--- src/rtl/reg_file_pkg.sv ---
// Shared configuration for the architectural register file: default widths,
// the hardwired-zero register index and the number of read ports.
package reg_file_pkg;

  localparam int REG_NUM_DEF      = 32;
  localparam int REG_ADDR_LEN     = 5;
  localparam int DATA_LEN         = 32;
  localparam int ROB_ADDR_LEN     = 4;
  localparam int unsigned READ_PORTS = 2;

  localparam logic [REG_ADDR_LEN-1:0] ZERO_REG_ADDR = '0;

endpackage

--- src/rtl/reg_file.sv ---
// Architectural register file with rename status (busy + producer ROB tag),
// commit write-back with same-cycle read bypass, and mispredict flush.
module reg_file
  import reg_file_pkg::*;
#(
  parameter int REG_NUM    = REG_NUM_DEF,
  parameter int REG_ADDR_W = REG_ADDR_LEN,
  parameter int DATA_W     = DATA_LEN,
  parameter int ROB_ADDR_W = ROB_ADDR_LEN
) (
  input  logic                  clk,
  input  logic                  rst,
  input  logic                  rdy,
  input  logic                  flush,
  input  logic                  issue_valid,
  input  logic [REG_ADDR_W-1:0] issue_dest,
  input  logic [ROB_ADDR_W-1:0] issue_robnum,
  input  logic [REG_ADDR_W-1:0] rs1_addr,
  input  logic [REG_ADDR_W-1:0] rs2_addr,
  output logic                  rs1_busy,
  output logic [ROB_ADDR_W-1:0] rs1_robnum,
  output logic [DATA_W-1:0]     rs1_data,
  output logic                  rs2_busy,
  output logic [ROB_ADDR_W-1:0] rs2_robnum,
  output logic [DATA_W-1:0]     rs2_data,
  input  logic                  commit_valid,
  input  logic [REG_ADDR_W-1:0] commit_dest,
  input  logic [ROB_ADDR_W-1:0] commit_robnum,
  input  logic [DATA_W-1:0]     commit_data
);

  logic [DATA_W-1:0]     data [REG_NUM];
  logic [ROB_ADDR_W-1:0] tag  [REG_NUM];
  logic [REG_NUM-1:0]    busy;

  logic [REG_ADDR_W-1:0] rd_addr [READ_PORTS];
  logic                  rd_busy [READ_PORTS];
  logic [ROB_ADDR_W-1:0] rd_tag  [READ_PORTS];
  logic [DATA_W-1:0]     rd_data [READ_PORTS];

  // Statement order gives priority: flush clears over commit, issue overrides commit.
  always_ff @(posedge clk or posedge rst) begin
    if (rst) begin
      busy <= '0;
      for (int unsigned i = 0; i < REG_NUM; i++) begin
        data[i] <= '0;
        tag[i]  <= '0;
      end
    end else if (rdy) begin
      if (commit_valid && commit_dest != '0) begin
        data[commit_dest] <= commit_data;
        if (busy[commit_dest] && tag[commit_dest] == commit_robnum)
          busy[commit_dest] <= 1'b0;
      end
      if (flush) begin
        busy <= '0;
      end else if (issue_valid && issue_dest != '0) begin
        busy[issue_dest] <= 1'b1;
        tag[issue_dest]  <= issue_robnum;
      end
    end
  end

  always_comb begin
    rd_addr[0] = rs1_addr;
    rd_addr[1] = rs2_addr;
    for (int unsigned p = 0; p < READ_PORTS; p++) begin
      rd_busy[p] = busy[rd_addr[p]];
      rd_tag[p]  = tag[rd_addr[p]];
      rd_data[p] = data[rd_addr[p]];
      if (rd_addr[p] == '0) begin
        rd_busy[p] = 1'b0;
        rd_data[p] = '0;
      end else if (commit_valid && commit_dest == rd_addr[p] &&
                   busy[rd_addr[p]] && tag[rd_addr[p]] == commit_robnum) begin
        rd_busy[p] = 1'b0;
        rd_data[p] = commit_data;
      end
    end
  end

  assign rs1_busy   = rd_busy[0];
  assign rs1_robnum = rd_tag[0];
  assign rs1_data   = rd_data[0];
  assign rs2_busy   = rd_busy[1];
  assign rs2_robnum = rd_tag[1];
  assign rs2_data   = rd_data[1];

endmodule

--- config.mk ---
export PLATFORM = sky130hd
export DESIGN_NAME = reg_file
export DESIGN_NICKNAME = d
export VERILOG_FILES = /design/src/rtl/reg_file_pkg.sv /design/src/rtl/reg_file.sv
export SDC_FILE = /design/constraint.sdc
export NUM_CORES = 2
export LEC_CHECK = 0
export ABC_AREA = 1
export BUFFER_PORTS_ARGS = -buffer_cell sky130_fd_sc_hd__buf_2
export CORE_ASPECT_RATIO = 0.5
export CORE_MARGIN = 2
export CORE_UTILIZATION = 40
export CTS_CLUSTER_SIZE = 20
export DETAILED_ROUTE_END_ITERATION = 10
export PLACE_DENSITY = 0.56
export SETUP_SLACK_MARGIN = 0.3
export SYNTH_ARGS = -nofsm -noshare
export SYNTH_HDL_FRONTEND = slang
export SYNTH_SLANG_ARGS = --single-unit
--- constraint.sdc ---
create_clock -name clk -period 78.5 [get_ports clk]
set_clock_uncertainty 0.05 [all_clocks]
set_input_delay 7.85 -clock clk [delete_from_list [all_inputs] [get_ports clk]]
set_output_delay 7.85 -clock clk [all_outputs]
set_load 0.05 [all_outputs]
==> summary.md <==
| Metric | Value |
|---|---|
| Fin util | `43.64%` |
| Sw Ratio | `32.20%` |
| DPL Wire Length | `160300 um` |
| CP max-delay cell | `buf_4` |
| Comb power frac | `18.3%` |
| Final max-slew violation count | `0` |
| Worst skew pair latency | `0.74 ns` |
| HP Start | `data[993]$_DFFE_PP0P_` |
| Chip width | `586.2 um` |
| Worst slack at placement | `57.04 ns` |
| Critical path class | `in -> out` |
| Cell Pwr Density | `22.58 nW/um^2` |
| Die height | `295.1 um` |
| DIE AREA | `173000 um^2` |
| Part of the power in registers | `44.5%` |
| Final wirelength | `286400 um` |
| Average size of a mapped cell | `7.026 um^2` |
| First-pass GRT wire length | `422900 um` |
| Leak | `32.41 nW` |
| Max-slew headroom | `8.952%` |
| Largest family of logic cells by synthesized area | `compound AO/OA/AOI/OAI gates` |
| Final nets | `9245` |
| GP Congestion | `0.8809` |
| Simple-gate area share of the yosys netlist | `21.68%` |
| Share of layout cells above drive strength 1 | `6.074%` |
| Post-route ant nets | `0` |
| Period utilisation layout | `27.56%` |
| Max FO, Critical Path | `93` |
| Final setup margin | `56.87 ns` |
| Residual overflow from global routing | `0` |
| Initial Utilization | `40.43%` |
| WP buf/inv | `8` |
| Async S/R FF share, synth | `100.0%` |
| Outcome | `completed` |
| Gr usage total | `32.58%` |
| DRT iter0 DRCs | `9662` |
| IO buf count | `139` |
| Synth-to-Final Area Change | `7.938%` |
| Final Critical Period | `21.63 ns` |
| Setup-failing EPs final | `0` |
| Area of the multi-input gates | `32500 um^2` |
| Synthesized net count | `9713` |
| Gates resized, CTS repair | `0` |
| CTS Hold Buffers Added | `0` |
| Fmax | `0.04623 GHz` |
| Cell class contributing the biggest share of worst-path delay | `buffers and inverters` |
| Mux contribution to synthesized area | `0%` |
| Crit-path cells | `buf_8 -> inv_8 -> buf_4 -> buf_4 -> buf_4 -> buf_4 -> buf_4 -> a21oi_1 -> o311ai_0 -> nand3_1 -> nand2_1 -> a21oi_1 -> nor2_1 -> buf_2` |
| Worst Hold End | `data[993]$_DFFE_PP0P_` |
| Synth Cell Area | `67780 um^2` |
| Largest net degree at the start of global routing | `181` |
| Most frequent cell on the critical path | `buf_4` |
| Xor/xnor share of the synthesized area | `0.05169%` |
| FF+latch count, synth | `1184` |
| CTS tree | `yes` |
| Most used DFF post-synth | `dfrtp_1` |
| Overall Power | `1.652 mW` |
| Final Hold Viols | `0` |
| Max VDD drop | `0.00001772 V` |
| CTS Root Cell | `clkbuf_16` |
| Hold path depth | `0` |
| Cell count after synthesis | `9647` |
| H-tree depth | `3` |
| CP arrival | `13.73 ns` |
| Ys Warns | `0` |
| Setup Buffers After CTS | `0` |
| Clock tree buffer depth | `3` |
| Register clock-pin slew on the reported worst setup and hold paths | `0.06 ns` |
| Synth Area in Adders | `0%` |
| Design internal power | `1.120 mW` |
| R2R Path End | `busy[9]$_DFFE_PP0P_` |
| Antenna violations before repair | `16` |
| Num CTS Buffers | `115` |
| MaxCap Viol Count | `0` |
| Routed via count | `68160` |
| P_sw | `0.5320 mW` |
| Post-synthesis compound-gate area fraction | `25.80%` |
| Clock sinks | `1184` |
| Final setup TNS | `0 ns` |
| Post-synthesis cell type count | `49` |
| Number of global-route vias before repair | `61610` |
| Ports | `140` |
| CP Capture Type | `output port` |
| Worst Path Required | `70.60 ns` |
| Row Count | `106` |
| Reg2reg path depth | `16` |
| Seq/Total Area, Yosys | `43.71%` |
| Hold Crit Class | `reg -> reg` |
| DRC | `0` |
| DRT Pass-1 Iters | `8` |
| FF-to-FF setup slack | `75.89 ns` |
| Clock power share | `37.2%` |
| FILL cells | `17370` |
| RR Startpoint | `tag[100]$_DFFE_PP0P_` |
| CORE AREA | `167600 um^2` |
| Post-synth EDFFs | `0` |
| CP Launch Type | `input port` |
| Max incr delay on CP | `0.77 ns` |
| Unrepaired setup endpoints after global routing | `false` |
| Vias per cell | `5.906` |
| Worst Tran Pin Value | `1.355 ns` |
| Post-DR wirelength/cell | `24.82 um` |
| Sequential cell area | `29630 um^2` |
==> how the worst max path moves through the flow <==
| stage | startpoint | cells past startpoint | endpoint | slack [ns] |
|---|---|---|---|---|
| 2_1_floorplan | rst | 1 | busy[0]$_DFFE_PP0P_ | 37.25 |
| 3_3_place_gp | rs1_addr[0] | 17 | rs1_data[13] | 57.05 |
| 3_5_place_dp | rs1_addr[0] | 14 | rs1_data[10] | 57.04 |
| 4_1_cts | rs1_addr[0] | 14 | rs1_data[10] | 57.04 |
| 5_1_grt | rs1_addr[0] | 14 | rs1_data[10] | 56.69 |
| 6_report | rs1_addr[0] | 14 | rs1_data[10] | 56.87 |
==> layout by cell type, fill, tap and decap left out, types with 85 or more instances in the layout <==
cell type  count
nand2_1     2575
a21oi_1     1181
clkbuf_16    118
buf_2        128
inv_1        519
o21ai_1       85
buf_4        161
dfrtp_1     1184
nand3_1      597
o21ai_0     1885
nor2_1       403
==> power by group through the flow <==
stage | Sequential [mW] | Clock (mW) | Combinational [mW]
floorplan | 0.733 | 0 | 0.214
global placement | 0.744 | 0 | 0.293
detailed placement | 0.744 | 0 | 0.297
CTS | 0.734 | 0.620 | 0.297
global route | 0.745 | 0.646 | 0.337
finish | 0.735 | 0.615 | 0.302
==> registers in the layout, summed over array words and instances (netlist names) <==
register  count
busy         32
data       1024
tag         128
==> synth_stat cells (9+ instances only) <==
library cell	count	area share (%)
nand2_1	2602	14
a211oi_1	9	0.10
nand4_1	10	0.092
nor3_1	9	0.066
dfrtp_1	1184	44
buf_4	40	0.44
buf_6	14	0.23
nand3_1	602	4.4
inv_1	525	2.9
a31oi_1	23	0.21
a21oi_1	1181	8.7
a221oi_1	17	0.22
o211ai_1	82	0.91
o21ai_1	85	0.63
clkbuf_1	516	2.9
buf_2	268	2.0
nor2_1	404	2.2
a22oi_1	32	0.35
inv_2	10	0.055
o22ai_1	13	0.12
o21ai_0	1885	14
o311ai_0	20	0.26
buf_1	48	0.27
==> kinds of logic after synthesis <==
group	Yosys count
AND/OR/NAND/NOR	3660
AO/OA/AOI/OAI	3375
buffers and inverters	1424
flip-flops	1184
XOR/XNOR	4
==> layout make-up <==
class	count	area share, %
clock buffer	164	4.669
sequential	1184	40.50
clock inverter	43	0.8688
inverter	538	2.835
antenna	5	0.01710
multi-input combinational	7039	44.42
tap	2268	3.879
timing repair buffer	301	2.817
==> per-layer routing <==
layer / vias to the layer above / GRT usage [%] / share of wire [%]
met2: 3882 / 47.79 / 42
met1: 32540 / 47.60 / 44
li1: 31210 / - / -
met5: - / 0 / 0.034
met3: 520 / 7.252 / 12
met4: 14 / 9.889 / 3.1
==> stage by stage <==
step,hold slack [ns],std cells,instance area (um^2)
3_5_place_dp,0.3156,11330,69100
4_1_cts,0.3293,11540,73150
2_1_floorplan,0.3790,9647,67780
5_1_grt,0.3353,11540,73150
6_report,0.3259,11540,73160
3_3_place_gp,0.3148,11330,69100
Note: power is estimated with default switching activity, not from simulation.
